[src/rtl/divisor_multimodo.sv]
// divisor_multimodo: radix-2 restoring divider, one quotient bit per clock,
// signed/unsigned per operation, with abort and divide-by-zero/overflow flags.
module divisor_multimodo #(
   parameter int tamanyo = 32
) (
   input  logic               CLK,
   input  logic               RSTa,
   input  logic               Start,
   input  logic               Signed_Op,
   input  logic               Abort,
   input  logic [tamanyo-1:0] Num,
   input  logic [tamanyo-1:0] Den,
   output logic [tamanyo-1:0] Coc,
   output logic [tamanyo-1:0] Res,
   output logic               Done,
   output logic               Busy,
   output logic               DivZero,
   output logic               Ovf
);
   localparam int CW = $clog2(tamanyo);
   localparam logic [1:0] IDLE = 2'd0, CALC = 2'd1, SIGN = 2'd2, ZERO = 2'd3;
   logic [1:0] state_q, state_d;
   logic sn_q, sn_d, sd_q, sd_d, ovfc_q, ovfc_d;
   logic done_q, done_d, dz_q, dz_d, ovf_q, ovf_d;
   logic [CW-1:0] cont_q, cont_d;
   logic [tamanyo-1:0] m_q, m_d, q_q, q_d, accu_q, accu_d, coc_q, coc_d, res_q, res_d;
   logic [tamanyo:0] a, diff;
   logic ns, dsg;
   always_comb begin
      a = {accu_q, q_q[tamanyo-1]};
      // diff[tamanyo] is the borrow: set exactly when the shifted remainder is below the divisor
      diff = a - {1'b0, m_q};
      ns = Signed_Op & Num[tamanyo-1];
      dsg = Signed_Op & Den[tamanyo-1];
      state_d = state_q;
      sn_d = sn_q;
      sd_d = sd_q;
      ovfc_d = ovfc_q;
      cont_d = cont_q;
      m_d = m_q;
      q_d = q_q;
      accu_d = accu_q;
      coc_d = coc_q;
      res_d = res_q;
      dz_d = dz_q;
      ovf_d = ovf_q;
      done_d = 1'b0;
      if (Abort && state_q != IDLE) state_d = IDLE;
      else case (state_q)
         IDLE: if (Start) begin
            sn_d = ns;
            sd_d = dsg;
            m_d = dsg ? -Den : Den;
            q_d = (ns && Den != '0) ? -Num : Num;
            accu_d = '0;
            cont_d = CW'(tamanyo - 1);
            ovfc_d = Signed_Op & (Num == {1'b1, {(tamanyo-1){1'b0}}}) & (&Den);
            state_d = (Den == '0) ? ZERO : CALC;
         end
         CALC: begin
            accu_d = diff[tamanyo] ? a[tamanyo-1:0] : diff[tamanyo-1:0];
            q_d = {q_q[tamanyo-2:0], ~diff[tamanyo]};
            cont_d = cont_q - 1'b1;
            state_d = (cont_q == '0) ? SIGN : CALC;
         end
         SIGN: begin
            coc_d = (sn_q ^ sd_q) ? -q_q : q_q;
            res_d = sn_q ? -accu_q : accu_q;
            ovf_d = ovfc_q;
            dz_d = 1'b0;
            done_d = 1'b1;
            state_d = IDLE;
         end
         default: begin
            coc_d = '1;
            res_d = q_q;
            ovf_d = 1'b0;
            dz_d = 1'b1;
            done_d = 1'b1;
            state_d = IDLE;
         end
      endcase
   end
   always_ff @(posedge CLK) begin
      if (!RSTa) begin
         state_q <= IDLE;
         sn_q <= 1'b0;
         sd_q <= 1'b0;
         ovfc_q <= 1'b0;
         cont_q <= '0;
         m_q <= '0;
         q_q <= '0;
         accu_q <= '0;
         coc_q <= '0;
         res_q <= '0;
         dz_q <= 1'b0;
         ovf_q <= 1'b0;
         done_q <= 1'b0;
      end else begin
         state_q <= state_d;
         sn_q <= sn_d;
         sd_q <= sd_d;
         ovfc_q <= ovfc_d;
         cont_q <= cont_d;
         m_q <= m_d;
         q_q <= q_d;
         accu_q <= accu_d;
         coc_q <= coc_d;
         res_q <= res_d;
         dz_q <= dz_d;
         ovf_q <= ovf_d;
         done_q <= done_d;
      end
   end
   assign Coc = coc_q;
   assign Res = res_q;
   assign Done = done_q;
   assign Busy = state_q != IDLE;
   assign DivZero = dz_q;
   assign Ovf = ovf_q;
endmodule

[config.mk]
export PLATFORM = sky130hd
export DESIGN_NAME = divisor_multimodo
export DESIGN_NICKNAME = d
export VERILOG_FILES = /design/src/rtl/divisor_multimodo.sv
export SDC_FILE = /design/constraint.sdc
export NUM_CORES = 1
export LEC_CHECK = 0
export BUFFER_PORTS_ARGS = -buffer_cell sky130_fd_sc_hd__buf_2
export CORE_MARGIN = 3
export CORE_UTILIZATION = 35
export CTS_CLUSTER_DIAMETER = 60
export DETAILED_ROUTE_END_ITERATION = 16
export PLACE_DENSITY = 0.56
export SETUP_SLACK_MARGIN = 0.4
export SLEW_MARGIN = 10
export SYNTH_ARGS = -nofsm -noshare
export SYNTH_HDL_FRONTEND = slang
export SYNTH_SLANG_ARGS = --single-unit
[constraint.sdc]
create_clock -name CLK -period 4.5 [get_ports CLK]
set_clock_uncertainty 0.15 [all_clocks]
set_input_delay 0.675 -clock CLK [delete_from_list [all_inputs] [get_ports CLK]]
set_output_delay 0.675 -clock CLK [all_outputs]
set_load 0.01 [all_outputs]
[Word level (Yosys, flattened, before mapping)]
Index checks and enable logic that the tools add are counted.
Cells by class
  add/sub/neg operators: 6
  eq/ne operators: 4
  mux-type cells: 20
  bitwise operators: 9
  reduce and logical (&&, ||, !) cells: 14
Operators by type and width (number)
  32-bit case mux with 2 select lines: 4
  32-bit two-way mux: 7
  32-bit negation: 4
  33-bit by 32-bit subtractor with 33-bit output: 1
  32-bit equality test (second input constant): 1
  32-bit logical NOT: 1
  32-bit AND reduction: 1
  32-bit nonzero test: 1
  5-bit case mux with 2 select lines: 1
  2-bit two-way mux: 3
  3-bit AND reduction: 2
  5-bit logical NOT: 1
  5-bit two-way mux: 1
  5-bit by 1-bit subtractor with 5-bit output (second input constant): 1
  1-bit bitwise AND: 4
  1-bit NOT: 4
  1-bit case mux with 2 select lines: 2
  2-bit case mux with 2 select lines: 1
  2-bit nonzero test: 2
  2-bit OR reduction: 2
  2-bit by 1-bit equality test with 1-bit output (second input constant): 1
  2-bit equality test (second input constant): 1
  1-bit logical AND: 2
  2-bit logical NOT: 1
  other kinds (4): 4
Storage, ports and cells
  flip-flop bits (word level): 173
  input port bits: 69
  output and inout port bits: 68

[Logic depth before layout (Yosys ltp)]
Gate-level depths: netlist of the first run.
  depth in word-level cells: 5
  depth in mapped cells: 14
  depth with buffers taken out: 11

[Least setup slack after synthesis of the first run]
OpenSTA, ideal clock, no wires.
  path kind: reg2reg
  from: register accu_q[4]
  to: register accu_q[10]
  data arrival time: 2999 ps
  required time: 4216 ps
  slack: 1217 ps
  stages on the path, launching flop included: 12
  buffers on the path: 2
  period minus slack after synthesis: 3283 ps
  path through: dfxtp_1 -> ha_1 -> a21o_1 -> or3_1 -> o211a_1 -> o211ai_1 -> nand2_1 -> o41ai_2 -> or2_2 -> buf_2 -> clkbuf_1 -> o211ai_1
On the way
  cells in the longest elaborated chain, start to end: 3
Ends and longest elaborated chain
  start: declaration: line 26  | logic [tamanyo-1:0] m_q, m_d, q_q, q_d, accu_q, accu_d, coc_q, coc_d, res_q, res_d;
  start signal: assignment: line 107  | accu_q <= accu_d;
  33-bit by 32-bit subtractor with 33-bit output: line 32  | diff = a - {1'b0, m_q};
  32-bit two-way mux: line 61  | accu_d = diff[tamanyo] ? a[tamanyo-1:0] : diff[tamanyo-1:0];
  32-bit case mux with 2 select lines: line 49  | else case (state_q)
No other way between the ends.
A chain may end at the register's enable or synchronous reset.

[Worst setup path after layout of the first run]
  from: register accu_q[17]
  to: register accu_q[25]
The elaborated chain is that of the path after synthesis.

==> impl_results.md, run 1 <==
- Worst slew margin: between 20% and 30%
- CTS Sinks: 173
- Switching pwr: between 1000 and 1500 uW
- Yosys cell types: 64
- CP Data Arrival Time: between 3000 and 4000 ps
- Leak: 0.00521 uW
- Vias in the first global route: about 11k
- Die width: approximately 190 um
- Largest net degree at the start of global routing: 83
- Final Setup Violations: 0
- Commonest non-fill, non-tap cells in the layout: nand2_1 (217), dfxtp_1 (173), buf_2 (136), o21ai_0 (123), a21oi_1 (122)
- Max Slew Vio Count: 0
- Area contributors post-synth: dfxtp_1 (30%), nand2_1 (7.1%), o21ai_0 (5.3%)
- Wirelength, routed: a little under 40,000 um
- Sequential Power Share: roughly two fifths
- Initial Util: a little over a third
- Most used routing layer: met1
- Die ar.: roughly 0.035 mm^2
- Clock Latency Late Sink: approximately 440 ps
- Share of the synthesized area in the top cell type: between 20 and 30%
- EDFF count, synth: 0
- Total number of vias: ~12k
- Setup_tns: 0 ps
- Synth Area per Inst: 7.46 um^2
- Startpoint types: flip-flop
- Antenna fix cells: 0
- First DRT Iteration DRCs: ~1.1k
- Hold_buf cts: 0
- Seq/Total Area, Yosys: 30.0%
- Finished Cell Area: between 0.01 and 0.015 mm^2
- Util after Layout: 41.3%
- Syn Nets: between 1.5k and 2k
- Layout cell share with drive strength beyond 1: 13.3%
- First-pass GRT wire length: slightly above 60,000 um
- Area post-placement: approximately 0.013 mm^2
- CTS Buffer Depth: 2
- Power per cell area: 308 mW/mm^2
- VDD IR-drop max: about 0.00026 V
- Clock Power Share: 39.4%
- Period minus WS final: between 3000 and 4000 ps
- Final Hold Vio Count: 0
- Global route overflow: 0
- Post-synth ARST share: 0%
- Commonest non-fill, non-tap cell in the layout: nand2_1
- MaxCap Viol Count: 0
- Pre-Repair DR Iteration Count: 5
- Ports: 137
- Post-synth top flop: dfxtp_1
- CP Capture Type: flip-flop
- Critical path peak fanout: 7
- Total GRT Usage: between 20% and 30%
- RSZ-0062 raised after global routing: no
- Worst Tran Pin Value: approximately 1100 ps
- Synth Warn #: 0
- Core box area: 0.0320 mm^2
- Initial antenna violation count: 0
- Wirelength per Cell: 18.7 um
- Worst R2R Setup Slack: a little under 800 ps
- Syn Inst Count: about 1.5k
- Chip Height: between 150 and 200 um
- Core Rows: 65
- Area Growth Syn to Fin: 14.5%
- Post-cts resize count: 0
- CTS tree: done
- Period Utilization, post-route: slightly above 80%
- Met3 usage: about 3.0%
- WP data required: approximately 4700 ps
- Placer Congestion: approximately 0.9
- DR DRC count: 0
- Vias per std cell: roughly 5.6
- Max Freq: 269 MHz
- #FFs+latches synth: 173
- Post-route antenna net violation count: 0
- H-Tree Depth: 4
- Post-synthesis cell type with the largest combined area: dfxtp_1
- TritonCTS Buffers: 17
- Combinational share of power: about a fifth
- Post-CTS Setup Bufs: 0
- Met1 usage: 32.3%
- Clock slew at reported path FFs: around 70 ps
- Status: completed
- Filler cells: around 3.4k
- PortBufs: roughly 140
- Worst Setup Path Type: flip-flop to flip-flop
- Int Pwr: 2750 uW
- Post-detail-place hpwl: approximately 29,000 um
- Post-Syn Area: 0.0115 mm^2
- Switching share of power: 32.4%
- Final net count: between 1.5k and 2k
- Hold WC Path Type: flip-flop to flip-flop
- M2 GR Usage: between 30% and 40%
- Root Buffer Master: clkbuf_16
- Hold slack: 304 ps
synth_stat cells, types with 21 or more instances:
cell      number
a211oi_1      32
a21oi_1      122
a31oi_1       24
clkbuf_1     103
dfxtp_1      173
ha_1          38
inv_1         59
nand2_1      217
nand2b_1      21
nand3_1       45
nor2_1       108
nor3_1        31
o211ai_1      66
o21ai_0      123
o31ai_1       27
xnor2_1       67
xor2_1        69
state kept, by name, summed over array words and instances, names as in the netlist:
name / cells
Coc: 32
DivZero: 1
Done: 1
Ovf: 1
Res: 32
accu_q: 32
cont_q: 5
m_q: 32
ovfc_q: 1
q_q: 32
sd_q: 1
sn_q: 1
state_q: 2
stage by stage:
step | cells | power (uW) | setup slack, ps
2_1_floorplan | 1548 | 2220 | 1220
3_3_place_gp | 2038 | 2480 | 901
3_5_place_dp | 2038 | 2490 | 891
4_1_cts | 2070 | 4080 | 859
5_1_grt | 2070 | 4250 | 598
6_report | 2070 | 4070 | 782
worst max-delay path, cell delays in order (launching register included):
cell and delay [ps]:
dfxtp_1 490, ha_1 370, a21oi_1 390, o21ai_0 170
a221o_1 330, a31oi_1 530, nand2_1 270, o311ai_0 630
o211ai_1 180, o211ai_1 130
logic make-up (layout without fill, tap and decap cells):
| kind of cell | after synthesis | count (layout) | share of synthesized area, % |
|---|---|---|---|
| AND/OR/NAND/NOR | 524 | 524 | 21.1 |
| AO/OA/AOI/OAI | 499 | 499 | 28.0 |
| flip-flops | 173 | 173 | 30.0 |
| buffers and inverters | 167 | 254 | 5.45 |
| XOR/XNOR | 136 | 136 | 10.3 |
| adder cells (fa/ha/maj) | 39 | 39 | 4.29 |
| multiplexers | 10 | 10 | 0.889 |
final timing paths:
path,startpoint,to,cells past startpoint
worst max-delay path,accu_q[17]$_SDFFE_PN0P_,accu_q[25]$_SDFFE_PN0P_,9
worst min-delay path,Res[21]$_SDFFE_PN0P_,Res[21]$_SDFFE_PN0P_,2
worst max register to register,accu_q[17]$_SDFFE_PN0P_,accu_q[25]$_SDFFE_PN0P_,9
worst min register to register,Res[21]$_SDFFE_PN0P_,Res[21]$_SDFFE_PN0P_,2
power by group through the flow:
stage          Sequential (uW)  Clock (uW)  Combinational [uW]
6_report                  1690        1610                 775
2_1_floorplan             1670           0                 555
5_1_grt                   1700        1690                 862
4_1_cts                   1690        1630                 766
3_5_place_dp              1720           0                 763
3_3_place_gp              1720           0                 760
routing by layer:
layer  part of all wire (%)  wire [um]
met5                      0          0
met4                    1.9        753
met3                    5.7       2190
met2                     44      16900
met1                     49      18900
area by class of cell:
type / count / area (um^2) / share of cell area [%]
inverters: 60 / 225 / 1.70
well taps: 435 / 544 / 4.12
multi-input cells: 1208 / 7490 / 56.6
flip-flops and latches: 173 / 3460 / 26.2
clock buffers: 18 / 439 / 3.32
repair buffers: 162 / 876 / 6.62
clock inverters: 14 / 190 / 1.44
No activity file was read; power rests on OpenSTA's default activity.
==> run 2, diff against run 1 <==
PLACE_DENSITY = 0.57   (was 0.56)
clock period = 3.4 ns   (was 4.5 ns; I/O delays follow)
==> impl_results.md, run 2 (synthesized netlist as in run 1, its figures left out) <==
- Status: completed
- Final net count: 1,804 (+4.3%)
- Wirelength, routed: 41,100 um (+6.2%)
- CP Capture Type: flip-flop
- Worst R2R Setup Slack: 360 ps (-420 ps)
- Post-route antenna net violation count: 0 (unchanged)
- Clock Latency Late Sink: 450 ps (about the same)
- Initial antenna violation count: 0 (unchanged)
- Most frequent CP cell: or4_4
- Commonest non-fill, non-tap cell in the layout: nand2_1
- First DRT Iteration DRCs: 1,014 (-4.0%)
- First-pass GRT wire length: 63,300 um (+3.3%)
- Crit-path max cell delay: 530 ps (-100 ps)
- WP buf/inv: 0 (unchanged)
- Slowest CP cell: or4_4
- Root Buffer Master: clkbuf_16
- Worst slew margin: 39.3% (+11 points)
- Pre-Repair DR Iteration Count: 5 (unchanged)
- Core box area: 0.0320 mm^2 (unchanged)
- Clock slew at reported path FFs: 80 ps (about the same)
- Total GRT Usage: 22.2% (+0.64 points)
- Endpoint of the worst-slack reg-to-reg timing path: Res[30]$_SDFFE_PN0P_
- WP data required: 3610 ps (-1090 ps)
- Hold WC Path Type: primary input to flip-flop
- DR DRC count: 0 (unchanged)
- H-Tree Depth: 4 (unchanged)
- Die width: 188 um (unchanged)
- CP delay by family, top: simple AND/OR/NAND/NOR gates
- Period minus WS final: 3040 ps (-679 ps)
- Wirelength per Cell: 19.2 um (+2.5%)
- Hold-critical path endpoint: m_q[19]$_SDFFE_PN0P_
- VDD IR-drop max: 0.000332 V (+27%)
- Hold Startpoint: Den[19]
- Worst r2r src: accu_q[16]$_SDFFE_PN0P_
- Worst reg2reg path depth: 8 (-1)
- Commonest non-fill, non-tap cells in the layout: nand2_1 (217), dfxtp_1 (153), buf_2 (136), a21oi_1 (118), o21ai_0 (115)
- Die ar.: 0.0352 mm^2 (unchanged)
- Vias in the first global route: 11.2k (+3.6%)
- Max Slew Vio Count: 0 (unchanged)
- Final Hold Vio Count: 0 (unchanged)
- Vias per std cell: 5.62 (+0.27%)
- Critical path peak fanout: 4 (-3)
- Pre-CTS setup slack: 144 ps (-747 ps)
- Worst setup margin: 362 ps (-421 ps)
- Power per cell area: 376 mW/mm^2 (+22%)
- Total number of vias: 12.0k (+3.9%)
- MaxCap Viol Count: 0 (unchanged)
- TritonCTS Buffers: 17 (unchanged)
- Antenna fix cells: 0 (unchanged)
- Initial Util: 36.0% (unchanged)
- Setup_tns: 0 ps (unchanged)
- Leak: 0.00564 uW (+8.3%)
- Placer Congestion: 0.903 (-1.0%)
- CTS tree: done
- Startpoint types: flip-flop
- Post-detail-place hpwl: 30,100 um (+3.0%)
- Global route overflow: 0 (unchanged)
- Worst Setup Path Type: flip-flop to flip-flop
- RSZ-0062 raised after global routing: yes
- CTS Sinks: 173 (unchanged)
- Max Freq: 329 MHz (+22%)
- Worst Tran Pin Value: 909 ps (-162 ps)
- Hold depth: 3 (+1)
- Chip Height: 188 um (unchanged)
- CP cell instances: or4_4 > or4_4 > or4_4 > or4_4 > o31ai_4 > xnor2_1 > mux2i_1 > o21ai_1
- Final Setup Violations: 0 (unchanged)
- Core Rows: 65 (unchanged)
- CTS Buffer Depth: 2 (unchanged)
- Period Utilization, post-route: 89.4% (+6.7 points)
- CP Data Arrival Time: 3250 ps (-670 ps)
- PortBufs: 136 (unchanged)
- Area Growth Syn to Fin: 23.3%
- Largest net degree at the start of global routing: 83 (unchanged)
- Critical path launch point: accu_q[16]$_SDFFE_PN0P_
- Layout cell share with drive strength beyond 1: 21.9% (+8.6 points)
- Ports: 137 (unchanged)
- Filler cells: 3,292 (-3.3%)
==> run 2: cell count changes in the layout (fill, tap and decap cells not counted), sizes merged <==
| cell | previous run | this run |
|---|---|---|
| buf | 162 | 233 |
| inv | 68 | 69 |
| bufinv | 2 | 0 |
| clkbuf | 18 | 21 |
| clkinv | 4 | 5 |
==> run 2: worst register-to-register path: cells and delay by family (launching register included) <==
kind	cells	cell delay [ps]
and+or+nand+nor	4	1910
AOI/OAI and AO/OA	2	320
muxes	1	90
xor gates and xnor gates	1	150
DFF	1	350
==> run 2: final cells by class <==
type                    instances  area [um^2]  share of cell area, %
flip-flops and latches        173         3490                   24.5
well taps                     435          544                   3.82
clock inverters                14          136                  0.958
inverters                      60          225                   1.58
repair buffers                236         1550                   10.9
clock buffers                  18          439                   3.09
multi-input cells            1208         7840                   55.1
==> run 2: through the flow <==
step                utilization (%)  area, um^2  hold slack, ps  std cells  power [uW]
global route                   44.4       14200             245       2144        5590
detailed placement             40.6       13000             295       2090        3340
CTS                            42.8       13700             224       2127        5300
floorplan                         -       11600             282       1548        2950
finish                         44.4       14200             236       2144        5350
global placement               40.6       13000             290       2090        3330
==> run 2: how the worst max path moves through the flow <==
| stage | endpoint | slack (ps) | cells after the start |
|---|---|---|---|
| finish | Res[30]$_SDFFE_PN0P_ | 360 | 8 |
| global route | Res[30]$_SDFFE_PN0P_ | 270 | 8 |
| CTS | Res[29]$_SDFFE_PN0P_ | 340 | 8 |
| detailed placement | accu_q[19]$_SDFFE_PN0P_ | 140 | 9 |
| global placement | accu_q[19]$_SDFFE_PN0P_ | 210 | 9 |
| floorplan | accu_q[4]$_SDFFE_PN0P_ | 400 | 13 |
==> run 2: where the power goes <==
part | switching [uW] | leakage [uW] | internal [uW] | total, uW
sequential | 113 | 0.00142 | 2110 | 2220
combinational | 708 | 0.00394 | 450 | 1160
clock | 970 | 0.000287 | 998 | 1970
==> run 2: layer usage <==
layer  vias up  wire length (um)  track usage, %
met5         -                 0               0
met4         0               607            4.96
met3        40              2240            2.45
met2       369             18600            34.9
met1      5738             19700            32.6
li1       5892                 -               -
==> run 2: repair_timing <==
item,in CTS,in global routing
gates cloned,1,5
gates resized for setup,22,89
buffers inserted,4,12
setup endpoints to repair,36,50
pin swaps,7,24
hold buffers,0,0
==> run 3, diff against run 2 <==
--- a/config.mk
+++ b/config.mk
@@ -6,5 +6,5 @@
 export NUM_CORES = 1
 export LEC_CHECK = 0
-export BUFFER_PORTS_ARGS = -buffer_cell sky130_fd_sc_hd__buf_2
+export BUFFER_PORTS_ARGS = -buffer_cell sky130_fd_sc_hd__buf_4
 export CORE_MARGIN = 3
 export CORE_UTILIZATION = 35
--- a/constraint.sdc
+++ b/constraint.sdc
@@ -3,3 +3,3 @@
 set_input_delay 0.51 -clock CLK [delete_from_list [all_inputs] [get_ports CLK]]
 set_output_delay 0.51 -clock CLK [all_outputs]
-set_load 0.01 [all_outputs]
+set_load 0.005 [all_outputs]
==> impl_results.md, run 3 (synthesized netlist as in run 1, its figures left out) <==
- Status: completed
- CTS tree: done
- Switching pwr: 1810 uW (+0.85%)
- CTS Buffer Depth: 2 (unchanged)
- Chip Height: 188 um (unchanged)
- Initial antenna violation count: 0 (unchanged)
- VDD IR-drop max: 0.000348 V (+4.8%)
- Largest net degree at the start of global routing: 83 (unchanged)
- Setup_tns: 0 ps (unchanged)
- CP Capture Type: flip-flop
- CTS Sinks: 173 (unchanged)
- Pre-Repair DR Iteration Count: 5 (unchanged)
- Int Pwr: 3580 uW (+0.59%)
- CP Data Arrival Time: 3220 ps (-30 ps)
- Leak: 0.00580 uW (+2.7%)
- PnR Total Power: 5380 uW (+0.68%)
- Max Freq: 332 MHz (+0.76%)
- Critical path launch point: accu_q[16]$_SDFFE_PN0P_
- Worst slew margin: 41.2% (+1.9 points)
- Hold Startpoint: Den[31]
- TritonCTS Buffers: 17 (unchanged)
- Core Rows: 65 (unchanged)
- Vias per std cell: 5.66 (+0.73%)
- Global route overflow: 0 (unchanged)
- H-Tree Depth: 4 (unchanged)
- First-pass GRT wire length: 63,700 um (+0.58%)
- Final Setup Violations: 0 (unchanged)
- Hold_buf cts: 0 (unchanged)
- Commonest non-fill, non-tap cell in the layout: buf_4
- Worst Setup Path Type: flip-flop to flip-flop
- Total number of vias: 12.2k (+1.2%)
- Worst Tran Pin Value: 882 ps (-27.5 ps)
- Final net count: 1,813 (+0.50%)
- Post-detail-place hpwl: 30,200 um (+0.25%)
- Die ar.: 0.0352 mm^2 (unchanged)
- Combinational share of power: 21.6% (about the same)
- Worst r2r src: accu_q[16]$_SDFFE_PN0P_
- Finished Layout Cells: 2,153 (+0.42%)
- Wirelength, routed: 41,500 um (+0.97%)
- CP cell instances: or4_4 > or4_4 > or4_4 > or4_4 > o31ai_4 > xnor2_1 > mux2i_1 > o21ai_1
- Vias in the first global route: 11.2k (+0.22%)
- Clock slew at reported path FFs: 80 ps (about the same)
- Slowest CP cell: or4_4
- M1 wire length: 19,700 um (about the same)
- WP data required: 3610 ps (about the same)
- Top Layer Used: met4
- Most frequent CP cell: or4_4
- Clock Latency Late Sink: 440 ps (about the same)
- Initial Util: 36.0% (unchanged)
- WL met2: 18,400 um (-0.77%)
- Critical path peak fanout: 2 (-2)
- Final Hold Vio Count: 0 (unchanged)
- Startpoint types: flip-flop
- Clock Power Share: 37.3% (+0.5 points)
- Power per cell area: 368 mW/mm^2 (-2.1%)
- Hold WC Path Type: primary input to flip-flop
- Placed cell count: 2,086 (-0.19%)
- First DRT Iteration DRCs: 1,109 (+9.4%)
- Core box area: 0.0320 mm^2 (unchanged)
- Area Growth Syn to Fin: 26.7%
- Commonest non-fill, non-tap cells in the layout: buf_4 (225), nand2_1 (217), dfxtp_1 (163), a21oi_1 (117), o21ai_0 (112)
- Switching share of power: 33.5% (+0.060 points)
- Antenna fix cells: 0 (unchanged)
- Wirelength per Cell: 19.3 um (+0.54%)
- DR DRC count: 0 (unchanged)
- Crit-path max cell delay: 520 ps (about the same)
- Root Buffer Master: clkbuf_16
- RSZ-0062 raised after global routing: yes
- Period Utilization, post-route: 88.7% (-0.68 points)
- Layout cell share with drive strength beyond 1: 21.0% (-0.93 points)
- PortBufs: 136 (unchanged)
- MaxCap Viol Count: 0 (unchanged)
- Placer Congestion: 0.895 (-0.84%)
- Sequential Power Share: 41.1% (-0.4 points)
- Max Slew Vio Count: 0 (unchanged)
- Total GRT Usage: 22.4% (+0.23 points)
- Die width: 188 um (unchanged)
- Ports: 137 (unchanged)
- Post-route antenna net violation count: 0 (unchanged)
- WL met3: 2530 um (+13%)
- Period minus WS final: 3020 ps (-23.0 ps)
## run 3: power by group through the flow
stage	combinational, uW	clock (uW)	sequential [uW]
after floorplan	735	0	2210
after global placement	1100	0	2250
after detailed placement	1100	0	2250
after CTS	1110	2030	2210
after global routing	1270	2110	2220
final	1160	2010	2210
## run 3: routing by layer
| metal | vias up | track usage, % |
|---|---|---|
| li1 | 5909 | - |
| met1 | 5829 | 32.3 |
| met2 | 385 | 35.1 |
| met3 | 55 | 3.07 |
| met4 | 0 | 6.09 |
| met5 | - | 0 |
## run 3: worst paths after layout
check                                       endpoint  slack [ps]  cells past startpoint
worst max register to register  Res[30]$_SDFFE_PN0P_         380                      8
worst max-delay path            Res[30]$_SDFFE_PN0P_         380                      8
worst min register to register  m_q[15]$_SDFFE_PN0P_         310                      2
worst min-delay path            m_q[31]$_SDFFE_PN0P_         220                      3
## run 3: what timing repair did
| item | 4_1_cts | 5_1_grt |
|---|---|---|
| setup buffers | 10 | 17 |
| pin swaps | 11 | 34 |
| endpoints found under the setup margin | 39 | 45 |
| cloned | 5 | 3 |
| resized for setup | 34 | 70 |
## run 3: worst max-delay path, delay by kind of cell, from the launching register on
kind | cells | cell delay (ps)
xor gates and xnor gates | 1 | 160
muxes | 1 | 110
and+or+nand+nor | 4 | 1860
AOI/OAI and AO/OA | 2 | 320
DFF | 1 | 350
## run 3: area by class of cell
class,count,area (um^2)
clock buffer,18,439
clock inverter,14,171
fill,3338,17400
inverter,60,225
multi-input combinational,1212,7820
sequential,173,3480
tap,435,544
timing repair buffer,241,1960
## run 3: through the flow
stage                     cell area, um^2  setup slack [ps]  hold slack (ps)  util, %
after floorplan                     11600               403              282        -
after CTS                           14200               329              207     44.3
after detailed placement            13300               197              295     41.6
after global routing                14600               309              228     45.7
final                               14600               385              222     45.7
after global placement              13300               225              291     41.6
